[config.mk]
export PLATFORM = sky130hd
export DESIGN_NAME = spi1_cmd_ctl
export DESIGN_NICKNAME = d
export VERILOG_FILES = /design/src/rtl/spi1_pkg.sv /design/src/rtl/spi1_bus_watchdog.sv /design/src/rtl/spi1_cmd_ctl.sv
export SDC_FILE = /design/constraint.sdc
export NUM_CORES = 1
export LEC_CHECK = 0
export CORE_MARGIN = 2
export CORE_UTILIZATION = 53
export DETAILED_ROUTE_END_ITERATION = 12
export PLACE_DENSITY_LB_ADDON = 0.1
export SLEW_MARGIN = 20
export SYNTH_ARGS = -nofsm -noshare
export SYNTH_HDL_FRONTEND = slang
export SYNTH_SLANG_ARGS = --single-unit
export TNS_END_PERCENT = 5
[constraint.sdc]
create_clock -name clk_sys_i -period 3.3 [get_ports clk_sys_i]
set_clock_uncertainty 0.05 [all_clocks]
set_input_delay 0.495 -clock clk_sys_i [delete_from_list [all_inputs] [get_ports clk_sys_i]]
set_output_delay 0.495 -clock clk_sys_i [all_outputs]
set_load 0.02 [all_outputs]
[src/rtl/spi1_pkg.sv]
// spi1_pkg: shared constants and types for the SPI1 command sequencer.
// Holds command-byte layout, address width, FSM states and PET register map.
package spi1_pkg;

    localparam int ADDR_WIDTH = 17;

    localparam int CMD_RW_N_BIT     = 7;
    localparam int CMD_SET_ADDR_BIT = 6;
    localparam int CMD_A16_BIT      = 0;

    localparam logic [16:0] PET_CPU_CTL_ADDR  = 17'h0E80F;
    localparam int          PET_CPU_READY_BIT = 1;
    localparam int          PET_CPU_RUN_BIT   = 0;

    typedef enum logic [2:0] {
        ST_IDLE,
        ST_CMD,
        ST_DATA,
        ST_ADDR_HI,
        ST_ADDR_LO,
        ST_REQ,
        ST_DRAIN
    } state_t;

endpackage

[src/rtl/spi1_bus_watchdog.sv]
// spi1_bus_watchdog: counts cycles while a bus request is outstanding.
// Only built into spi1_cmd_ctl when SPI1_CMD_TIMEOUT_EN is defined.
module spi1_bus_watchdog #(
    parameter int TIMEOUT_CYCLES = 255
) (
    input  logic clk,
    input  logic reset,
    input  logic run,
    output logic expired
);

    localparam int CW = (TIMEOUT_CYCLES < 256) ? 8 : $clog2(TIMEOUT_CYCLES + 1);

    logic [CW-1:0] cnt;

    // Cycle counter, restarted whenever the request is not pending
    always_ff @(posedge clk) begin
        if (reset || !run) begin
            cnt <= '0;
        end else if (!expired) begin
            cnt <= cnt + CW'(1);
        end
    end

    // Fires in the TIMEOUT_CYCLES-th cycle of the pending request
    assign expired = run && (cnt == CW'(TIMEOUT_CYCLES - 1));

endmodule

[src/rtl/spi1_cmd_ctl.sv]
// spi1_cmd_ctl: SPI1 target command sequencer (frame parse + bus requests).
// Optional bus-ack watchdog enabled by defining SPI1_CMD_TIMEOUT_EN.
module spi1_cmd_ctl
    import spi1_pkg::*;
#(
    parameter int ADDR_WIDTH     = spi1_pkg::ADDR_WIDTH,
    parameter int TIMEOUT_CYCLES = 255
) (
    input  logic                  clk_sys_i,
    input  logic                  reset_i,
    input  logic                  cs_active_i,
    input  logic                  rx_valid_i,
    input  logic [7:0]            rx_data_i,
    output logic [7:0]            tx_data_o,
    output logic                  tx_valid_o,
    output logic                  bus_req_o,
    output logic                  bus_we_o,
    output logic [ADDR_WIDTH-1:0] bus_addr_o,
    output logic [7:0]            bus_wr_data_o,
    input  logic [7:0]            bus_rd_data_i,
    input  logic                  bus_ack_i,
    output logic                  busy_o,
    output logic                  err_overrun_o,
    output logic                  err_timeout_o
);

    state_t state, state_nx;

    logic                  cs_q;
    logic                  cs_rise;
    logic                  rx_ok;
    logic                  we_q;
    logic                  set_addr_q;
    logic                  a16_q;
    logic [7:0]            hi_q;
    logic [ADDR_WIDTH-1:0] ptr_q;
    logic [7:0]            wr_data_q;
    logic [7:0]            tx_data_q;
    logic                  tx_valid_q;
    logic                  ovr_q;
    logic                  tmo_q;
    logic                  wdt_expired;

    assign cs_rise = cs_active_i && !cs_q;
    // A byte arriving together with a chip-select fall is discarded
    assign rx_ok   = rx_valid_i && cs_active_i;

`ifdef SPI1_CMD_TIMEOUT_EN
    spi1_bus_watchdog #(
        .TIMEOUT_CYCLES(TIMEOUT_CYCLES)
    ) u_wdt (
        .clk    (clk_sys_i),
        .reset  (reset_i),
        .run    (state == ST_REQ),
        .expired(wdt_expired)
    );
`else
    // No watchdog: a pending request waits for the ack forever
    assign wdt_expired = (TIMEOUT_CYCLES < 0);
`endif

    // State register
    always_ff @(posedge clk_sys_i) begin
        if (reset_i) begin
            state <= ST_IDLE;
        end else begin
            state <= state_nx;
        end
    end

    // Next-state decode; chip-select loss aborts any unfinished frame
    always_comb begin
        state_nx = state;
        unique case (state)
            ST_IDLE: begin
                if (cs_rise) state_nx = ST_CMD;
            end
            ST_CMD: begin
                if (!cs_active_i) begin
                    state_nx = ST_IDLE;
                end else if (rx_ok) begin
                    if (!rx_data_i[CMD_RW_N_BIT]) begin
                        state_nx = ST_DATA;
                    end else if (rx_data_i[CMD_SET_ADDR_BIT]) begin
                        state_nx = ST_ADDR_HI;
                    end else begin
                        state_nx = ST_REQ;
                    end
                end
            end
            ST_DATA: begin
                if (!cs_active_i) begin
                    state_nx = ST_IDLE;
                end else if (rx_ok) begin
                    state_nx = set_addr_q ? ST_ADDR_HI : ST_REQ;
                end
            end
            ST_ADDR_HI: begin
                if (!cs_active_i)  state_nx = ST_IDLE;
                else if (rx_ok)    state_nx = ST_ADDR_LO;
            end
            ST_ADDR_LO: begin
                if (!cs_active_i)  state_nx = ST_IDLE;
                else if (rx_ok)    state_nx = ST_REQ;
            end
            ST_REQ: begin
                if (bus_ack_i || wdt_expired) begin
                    state_nx = cs_active_i ? ST_DRAIN : ST_IDLE;
                end
            end
            ST_DRAIN: begin
                if (!cs_active_i) state_nx = ST_IDLE;
            end
            default: state_nx = ST_IDLE;
        endcase
    end

    // Output decode from state and datapath registers
    always_comb begin
        busy_o        = (state != ST_IDLE);
        bus_req_o     = (state == ST_REQ);
        bus_we_o      = we_q;
        bus_addr_o    = ptr_q;
        bus_wr_data_o = wr_data_q;
        tx_data_o     = tx_data_q;
        tx_valid_o    = tx_valid_q;
        err_overrun_o = ovr_q;
        err_timeout_o = tmo_q;
    end

    // Frame fields, address pointer, read result and sticky error flags
    always_ff @(posedge clk_sys_i) begin
        if (reset_i) begin
            cs_q       <= 1'b0;
            we_q       <= 1'b0;
            set_addr_q <= 1'b0;
            a16_q      <= 1'b0;
            hi_q       <= '0;
            ptr_q      <= '0;
            wr_data_q  <= '0;
            tx_data_q  <= '0;
            tx_valid_q <= 1'b0;
            ovr_q      <= 1'b0;
            tmo_q      <= 1'b0;
        end else begin
            cs_q <= cs_active_i;
            unique case (state)
                ST_IDLE: begin
                    if (cs_rise) begin
                        tx_valid_q <= 1'b0;
                        ovr_q      <= 1'b0;
                        tmo_q      <= 1'b0;
                    end
                end
                ST_CMD: begin
                    if (rx_ok) begin
                        we_q       <= !rx_data_i[CMD_RW_N_BIT];
                        set_addr_q <= rx_data_i[CMD_SET_ADDR_BIT];
                        a16_q      <= rx_data_i[CMD_A16_BIT];
                    end
                end
                ST_DATA: begin
                    if (rx_ok) wr_data_q <= rx_data_i;
                end
                ST_ADDR_HI: begin
                    if (rx_ok) hi_q <= rx_data_i;
                end
                ST_ADDR_LO: begin
                    if (rx_ok) ptr_q <= ADDR_WIDTH'({a16_q, hi_q, rx_data_i});
                end
                ST_REQ: begin
                    if (bus_ack_i) begin
                        ptr_q <= ptr_q + ADDR_WIDTH'(1);
                        if (!we_q) begin
                            tx_data_q  <= bus_rd_data_i;
                            tx_valid_q <= 1'b1;
                        end
                    end else if (wdt_expired) begin
                        tmo_q <= 1'b1;
                    end
                    if (rx_ok) ovr_q <= 1'b1;
                end
                ST_DRAIN: begin
                end
                default: begin
                end
            endcase
        end
    end

endmodule
==> results of run 1 <==
where the power goes:
part	switching [W]	internal, W
Clock	0.000203	0.000323
Combinational	0.0000747	0.0000726
Sequential	0.0000232	0.000613
Total	0.000301	0.00101
logic make-up (layout without fill, tap and decap cells):
kind of cell	Yosys count	after routing	share of synthesized area, %
simple gates	111	111	22.8
compound gates	68	68	19.3
flops	50	50	41.1
mux	28	28	11.5
buf+inv	24	78	4.67
fa+ha+maj	1	1	0.513
other cells	1	1	0.154
flip-flops by register name, summed over array words and instances (netlist names):
signal / count
bus_addr_o: 17
bus_wr_data_o: 8
cs_q: 1
bus_we_o: 1
set_addr_q: 1
err_overrun_o: 1
tx_data_o: 8
tx_valid_o: 1
a16_q: 1
hi_q: 8
state: 3
worst min-delay path: cells and delay by family, from the launching register on:
kind | cells | cell delay [ns]
DFF | 1 | 0.33
muxes | 1 | 0.06
and+or+nand+nor | 1 | 0.07
layout make-up:
type / instances / area (um^2)
repair buffers: 63 / 618
fillers: 361 / 1210
flip-flops and latches: 50 / 1000
inverters: 7 / 26.3
multi-input cells: 209 / 1320
clock buffers: 6 / 82.6
clock inverters: 2 / 60.1
well taps: 52 / 65.1
stage by stage:
step | utilization, % | hold slack, ns
floorplan | - | 0.403
global placement | 69.2 | 0.422
detailed placement | 69.2 | 0.430
CTS | 72.4 | 0.452
global route | 72.4 | 0.489
finish | 72.4 | 0.446
metal layers:
metal / share of wire, % / up-vias / global-route usage [%]
met5: 0 / - / 0
met2: 45 / 83 / 39.5
met1: 47 / 1069 / 35.7
met4: 0.90 / 0 / 7.13
met3: 7.1 / 6 / 5.77
li1: - / 1137 / -
final timing paths:
path,endpoint,cells after the start
hold / removal,hi_q[0],2
setup / recovery,bus_req_o,3
setup reg to reg,bus_addr_o[15],5
hold reg to reg,hi_q[0],2
cells in the final DEF, fill, tap and decap left out, types with 3 or more instances in the layout:
master / instances
clkdlybuf4s50_1: 58
o31ai_1: 3
a21oi_1: 13
dfxtp_1: 50
buf_4: 5
nand2b_1: 4
mux2i_1: 28
nor3b_1: 3
o21ai_0: 15
inv_1: 7
nor4_1: 4
nor3_1: 5
nand4_1: 7
nand3_1: 7
nor2b_1: 5
a22o_1: 3
o32ai_1: 3
a21o_1: 5
clkbuf_8: 6
nand2_1: 21
or3_1: 5
a32o_1: 7
a211oi_1: 4
nor2_1: 38
==> flow_summary.ini, run 1 <==
[route]
drt_iter0_drc = 316
num_vias = 2295
via_per_inst = 5.90
wl_per_cell_um = 15.7
ant_nets = 0
first_pass_iters = 5
route.detailed.drc = 0
routed_wl_mm = 6.09

[synthesis]
synth_cells = 283
synth_top_area_share_pct = 41.1
synth-seq-cells = 50
synth_edf_count = 0
synth_top_area_cell = dfxtp_1
synth.most_common_cell = dfxtp_1
syn_area_mm2 = 0.00244
synth_nets = 305
synth_common_cells = dfxtp_1 (50), nor2_1 (38), mux2i_1 (28)
yosysUniqueCellTypes = 45
async_flop_share_pct = 0
yosysSeqAreaShare_pct = 41.1
synth.avg_cell_area_um2 = 8.61
synth_area_leaders = dfxtp_1 (41%), mux2i_1 (11%), nor2_1 (5.9%)
ys.flop_type = dfxtp_1
ys.warnings.count = 0

[finish]
area_growth_pct = 30.3
finalInstanceArea_mm2 = 0.00318
nets = 358
drive_gt1_share_pct = 5.64
stdcell_count = 389
diodes = 0

[power]
power_density_mw_per_mm2 = 412
peakVddDrop_mv = 0.327
leakage_nw = 1.12
power.total_w = 0.00131

[timing]
period_share_pct = 83.3
period_minus_slack_ns = 2.75
setup_viol = 0
fmax_mhz = 364
finalWorstSetupSlack_ns = 0.550
worst_pin_slew_ns = 0.603
tns_ns = 0
slew_violations = 0
slew-limit-headroom_pct = 59.5
hold_violations = 0
rsz0062_at_grt = no

[floorplan]
fp.dieArea_mm2 = 0.00516
row_count = 24
start_util_pct = 55.6
die_w_um = 71.8
core_mm2 = 0.00438
die_h_um = 71.8
io_pins = 60

[clock_network]
cts.root.buffer_cell = clkbuf_8
cts_tree = built
clkSlewWorstSetupHoldPaths_ns = 0.09
holdBufCountCts = 0
cts_buffers = 5
cts_num_sinks = 50
htree_levels = 2
clkLatencyLatePin_ns = 0.30
cts_max_path_buffers = 2
cts_setup_buffers = 0
cts-resized-gates = 0

[grt]
grt_first_pass_wirelength_mm = 10.4
track_usage_pct = 25.4
grt_max_degree = 37
first_global_vias = 2188
antenna_found_initial = 0
overflow = 0

[run]
maxCapViolCount = 0

[critical_path]
arrival_ns = 2.21
r2r_slack_ns = 1.26
crit_start = state[0]
required_ns = 2.75
path_delay_family = buffers and inverters
r2r-start = state[0]
worst-path-buf-inv = 2
cp_slowest_cell = clkdlybuf4s50_1
end_kind = output port
cp-start-kind = register
cp_max_fo = 16
path_class = reg -> out
cp_slowest_stage_delay_ns = 0.71
crit_chain = nand3b_1 -> inv_1 -> clkdlybuf4s50_1

[run_status]
status = finished clean

[hold_path]
min_path_type = reg -> reg
hp-start = hi_q[0]

[place]
gp_congestion = 0.903
place_hpwl_mm = 4.33
portBuffers = 58
place_area_mm2 = 0.00303
placedCellCount = 381
preCtsSetupSlack_ns = 0.757
(Power assumes the default switching activity.)
==> inputs of run 2 (changes only) <==
--- a/config.mk
+++ b/config.mk
@@ -6,7 +6,7 @@
 export NUM_CORES = 1
 export LEC_CHECK = 0
 export CORE_MARGIN = 2
-export CORE_UTILIZATION = 53
+export CORE_UTILIZATION = 49
 export DETAILED_ROUTE_END_ITERATION = 12
 export PLACE_DENSITY_LB_ADDON = 0.1
 export SLEW_MARGIN = 20
==> constraint.sdc (replaced) <==
create_clock -name clk_sys_i -period 2.8 [get_ports clk_sys_i]
set_clock_uncertainty 0.05 [all_clocks]
set_input_delay 0.42 -clock clk_sys_i [delete_from_list [all_inputs] [get_ports clk_sys_i]]
set_output_delay 0.42 -clock clk_sys_i [all_outputs]
set_load 0.02 [all_outputs]
==> run 2 against run 1 <==
Via count decreased by 0.39%. Setup slack got worse by 0.049 ns. Sequential cell count is the same. Non-clock buffer count grew 3. Clock power down 2%. Critical path type unchanged.
==> flow_summary.ini, run 2 (same netlist as run 1, synthesis figures left out) <==
[finish]
drive_gt1_share_pct = 6.18
fin_util_pct = 67.0
nets = 361
area_growth_pct = 30.6
diodes = 0
final-seq-area_mm2 = 0.00100
final_common_cell = clkdlybuf4s50_1
layout_common_cells = clkdlybuf4s50_1 (58), dfxtp_1 (50), nor2_1 (38)
largest_register_ff_count = 17
fillCellCount = 407
multi_input_area_mm2 = 0.00132

[place]
portBuffers = 58
place_hpwl_mm = 4.37
preCtsSetupSlack_ns = 0.545
gp_congestion = 0.883

[power]
power_density_mw_per_mm2 = 452
pwr-share-clk_pct = 35.9
intPower_w = 0.00108
peakVddDrop_mv = 0.424
p_switching_w = 0.000365
combPwrFrac_pct = 12.1
power.total_w = 0.00144
switching_share_pct = 25.3
leakage_nw = 1.12
p_seq_share_pct = 52.1

[route]
first_pass_iters = 4
num_vias = 2286
route.detailed.drc = 0
wl_per_cell_um = 15.0
via_per_inst = 5.62
drt_iter0_drc = 291
ant_nets = 0
routed_wl_mm = 6.09

[clock_network]
holdBufCountCts = 0
htree_levels = 2
cts.root.buffer_cell = clkbuf_8
cts_max_path_buffers = 2
cts_setup_buffers = 0
cts_tree = built
cts-resized-gates = 0
clkSlewWorstSetupHoldPaths_ns = 0.09
clkLatencyLatePin_ns = 0.30
cts_buffers = 5
cts_num_sinks = 50

[timing]
slew-limit-headroom_pct = 62.3
finalWorstSetupSlack_ns = 0.501
worst_pin_slew_ns = 0.562
rsz0062_at_grt = no
period_minus_slack_ns = 2.30
hold_violations = 0
fmax_mhz = 435
setup_viol = 0
tns_ns = 0
slew_violations = 0
period_share_pct = 82.1

[hold_path]
holdPathStages = 2
worstHoldEndpoint = tx_valid_o
hp-start = tx_valid_o
min_path_type = reg -> reg

[critical_path]
regToRegEndpoint = tx_data_o[2]
r2r_cells = 6
end_kind = output port
cp_max_fo = 16
arrival_ns = 1.83
required_ns = 2.33
r2r_slack_ns = 0.72
path_class = reg -> out
crit_start = state[0]
r2r-start = state[0]
cp-start-kind = register

[floorplan]
fp.dieArea_mm2 = 0.00555
die_w_um = 74.5
core_mm2 = 0.00475
io_pins = 60
die_h_um = 74.5
start_util_pct = 51.3
row_count = 25

[grt]
antenna_found_initial = 0
track_usage_pct = 23.1
first_global_vias = 1984
grt_max_degree = 37
overflow = 0
grt_first_pass_wirelength_mm = 9.81

[run_status]
status = finished clean

[run]
maxCapViolCount = 0
-- run 2: changes by cell type in the layout (fill, tap and decap cells not counted), sizes merged --
cell | previous run | this run
clkinvlp | 0 | 1
buf | 5 | 8
bufinv | 2 | 1
-- run 2: power groups by stage --
stage | logic [W] | clock network [W] | registers, W
CTS | 0.000175 | 0.000527 | 0.000749
global route | 0.000192 | 0.000551 | 0.000754
global placement | 0.000171 | 0 | 0.000766
detailed placement | 0.000174 | 0 | 0.000766
floorplan | 0.000114 | 0 | 0.000755
finish | 0.000174 | 0.000517 | 0.000750
-- run 2: critical path: stages, from the launching register on --
cell and delay, ns:
dfxtp_1 0.63, nand3b_1 0.17, inv_1 0.11, clkdlybuf4s50_1 0.61
-- run 2: how the worst max path moves through the flow --
stage                     endpoint  cells after the start
global placement     bus_addr_o[9]                      5
CTS                      bus_req_o                      3
global route             bus_req_o                      3
finish                   bus_req_o                      3
detailed placement  bus_addr_o[10]                      5
floorplan           bus_addr_o[14]                      5
-- run 2: cell type report --
| type | instances | share of cell area (%) |
|---|---|---|
| inverter | 7 | 0.825 |
| sequential | 50 | 31.4 |
| clock inverter | 2 | 1.18 |
| clock buffer | 6 | 2.28 |
| tap | 67 | 2.63 |
| timing repair buffer | 66 | 20.1 |
| multi-input combinational | 209 | 41.5 |
-- run 2: routing by layer --
| metal | vias to the layer above | track usage, % | wire length, um |
|---|---|---|---|
| met5 | - | 0 | 0 |
| met4 | 0 | 6.55 | 66 |
| met3 | 5 | 5.56 | 441 |
| met2 | 89 | 32.7 | 2600 |
| met1 | 1053 | 34.6 | 2980 |
| li1 | 1139 | - | - |
-- run 2: through the flow --
step	instance area, um^2	hold slack [ns]	std cells
CTS	3180	0.453	407
detailed placement	3070	0.429	399
global placement	3070	0.422	399
global route	3180	0.478	407
floorplan	2440	0.403	283
finish	3180	0.447	407
==> RTL edit (flow settings as in run 2) <==
The 7 states of `state_t` get a one-hot encoding in 7 bits.
--- a/src/rtl/spi1_pkg.sv
+++ b/src/rtl/spi1_pkg.sv
@@ -12,14 +12,14 @@
     localparam int          PET_CPU_READY_BIT = 1;
     localparam int          PET_CPU_RUN_BIT   = 0;
 
-    typedef enum logic [2:0] {
-        ST_IDLE,
-        ST_CMD,
-        ST_DATA,
-        ST_ADDR_HI,
-        ST_ADDR_LO,
-        ST_REQ,
-        ST_DRAIN
+    typedef enum logic [6:0] {
+        ST_IDLE    = 7'b0000001,
+        ST_CMD     = 7'b0000010,
+        ST_DATA    = 7'b0000100,
+        ST_ADDR_HI = 7'b0001000,
+        ST_ADDR_LO = 7'b0010000,
+        ST_REQ     = 7'b0100000,
+        ST_DRAIN   = 7'b1000000
     } state_t;
 
 endpackage
Function: no difference found for any inputs over 10 cycles, from zero or initial values and one cycle with reset_i high; not proved beyond that.
==> RTL edit against run 2 <==
Global-route usage fell by 0.41 points; area after synthesis increased by 14%; clock power rose by 2%; fmax shrank 9.1%; cell count rose by 8.1%; synthesized cell count rose by 12%; sequential cell count increased by 4; non-clock buffer count shrank 2; via count up 11%; worst setup slack worse by 0.23 ns; cell area is 9.1% higher; routed wire length is 13% higher; total power grew 12%; critical path type unchanged; largest power group unchanged.
==> RTL edit: results (changes against run 2) <==
- Post-synthesis mux area share: 9.73% (-1.8 points)
- Xor/xnor share of the synthesized area: 0.315% (+0.32 points)
- GP Congestion: 0.900 (+2.0%)
- Maximum vdd drop: 308 uV (-27%)
- Area after DPL: 0.00337 sq mm (+9.5%)
- First-pass GRT wire length: 11.2 mm (+14%)
- Total track usage: 22.6% (-0.41 points)
- Distinct cells, synth: 59 (+31%)
- Syn_nets: 340 (+11%)
- Internal power consumption: 0.00116 W (+8.1%)
- Pre-CTS WS: 0.453 ns (-0.0920 ns)
- Top achievable clock speed: 395 MHz (-9.1%)
- Post-synth top cells: 54 x dfxtp_1, 42 x nor2_1, 27 x mux2i_1, 22 x a21oi_1, 20 x nand2_1
- Worst reg-to-reg path cell count: 7 (+1)
- Nets: 389 (+7.8%)
- Worst r2r dst: tx_data_o[6]
- Synth Area in Compound Gates: 18.1% (-1.1 points)
- Largest net degree at the start of global routing: 31 (-16%)
- Final wirelength: 6.86 mm (+13%)
- Area contributors post-synth: dfxtp_1 39%, mux2i_1 9.7%, nor2_1 5.7%
- Fillers: 494 (+21%)
- ANT nets after route: 0 (unchanged)
- Slew headroom: 63.1% (+0.78 points)
- Crit-path max FO: 8 (-8)
- Total number of vias: 2529 (+11%)
- Sequential area share after synthesis: 38.9% (-2.1 points)
- Post-synth ARST share: 0% (unchanged)
- Detailed Place HPWL: 4.83 mm (+10%)
- Reg-to-reg critical path startpoint: state[1]
- Layout cells sized above 1: 8.97% (+2.8 points)
- Internal reg-to-reg setup slack: 0.53 ns (-0.19 ns)
- Leakage power: 1.36 nW (+21%)
- Vias in the first global route: 2309 (+16%)
- Status: completed
- Synth Area in Adders: 0.451% (-0.063 points)
- 1st-iter DRT viols: 245 (-16%)
[RTL edit: cell types whose count changed after synthesis, moves of 4 or more]
cell	before	now
nor2_1	38	42
a21oi_1	13	22
or3_1	5	1
nand3b_1	2	7
dfxtp_1	50	54
a32o_1	7	0
[RTL edit: worst max-delay path, cell delays in order (launching register included)]
cell,delay [ns]
dfxtp_1,0.40
nor4_2,0.40
and3_1,0.31
inv_1,0.09
clkdlybuf4s50_1,0.55
[RTL edit: kinds of logic after synthesis]
kind of cell / count (synthesis)
simple gates: 131
compound gates: 72
flops: 54
buf+inv: 31
mux: 27
fa+ha+maj: 1
other cells: 1
xor+xnor: 1
[RTL edit: cell type report]
class	count	area [sq um]	area share, %
timing repair buffer	64	621	17.9
sequential	54	1080	31.1
tap	72	90.1	2.59
clock buffer	5	68.8	1.98
clock inverter	3	40.0	1.15
inverter	9	33.8	0.972
multi-input combinational	233	1540	44.3
[RTL edit: how the worst max path moves through the flow]
stage                        startpoint             end  slack [ns]  depth (start not counted)
after CTS                      state[1]          busy_o        0.26                          4
after global routing           state[1]          busy_o        0.18                          4
after floorplan           bus_addr_o[0]  bus_addr_o[16]        0.96                          6
after global placement      cs_active_i        state[0]        0.48                          7
after detailed placement    cs_active_i        state[0]        0.45                          7
final                          state[1]          busy_o        0.27                          4
[RTL edit: per-stage QoR]
| stage | hold WS (ns) | std cells |
|---|---|---|
| after floorplan | 0.408 | 318 |
| after global placement | 0.417 | 432 |
| after detailed placement | 0.428 | 432 |
| after CTS | 0.441 | 440 |
| after global routing | 0.478 | 440 |
| final | 0.438 | 440 |
[RTL edit: routing by layer]
layer  track usage (%)  share of wire [%]  vias to the layer above
li1                  -                  -                     1245
met1              31.7                 47                     1210
met2              34.6                 46                       68
met3              5.00                5.9                        6
met4              7.41                1.1                        0
met5                 0                  0                        -
[RTL edit: power groups by stage]
stage	Combinational (W)	Sequential [W]	Clock [W]
floorplan	0.000192	0.000818	0
global placement	0.000279	0.000825	0
detailed placement	0.000280	0.000825	0
CTS	0.000281	0.000807	0.000547
global route	0.000309	0.000811	0.000574
finish	0.000281	0.000808	0.000526
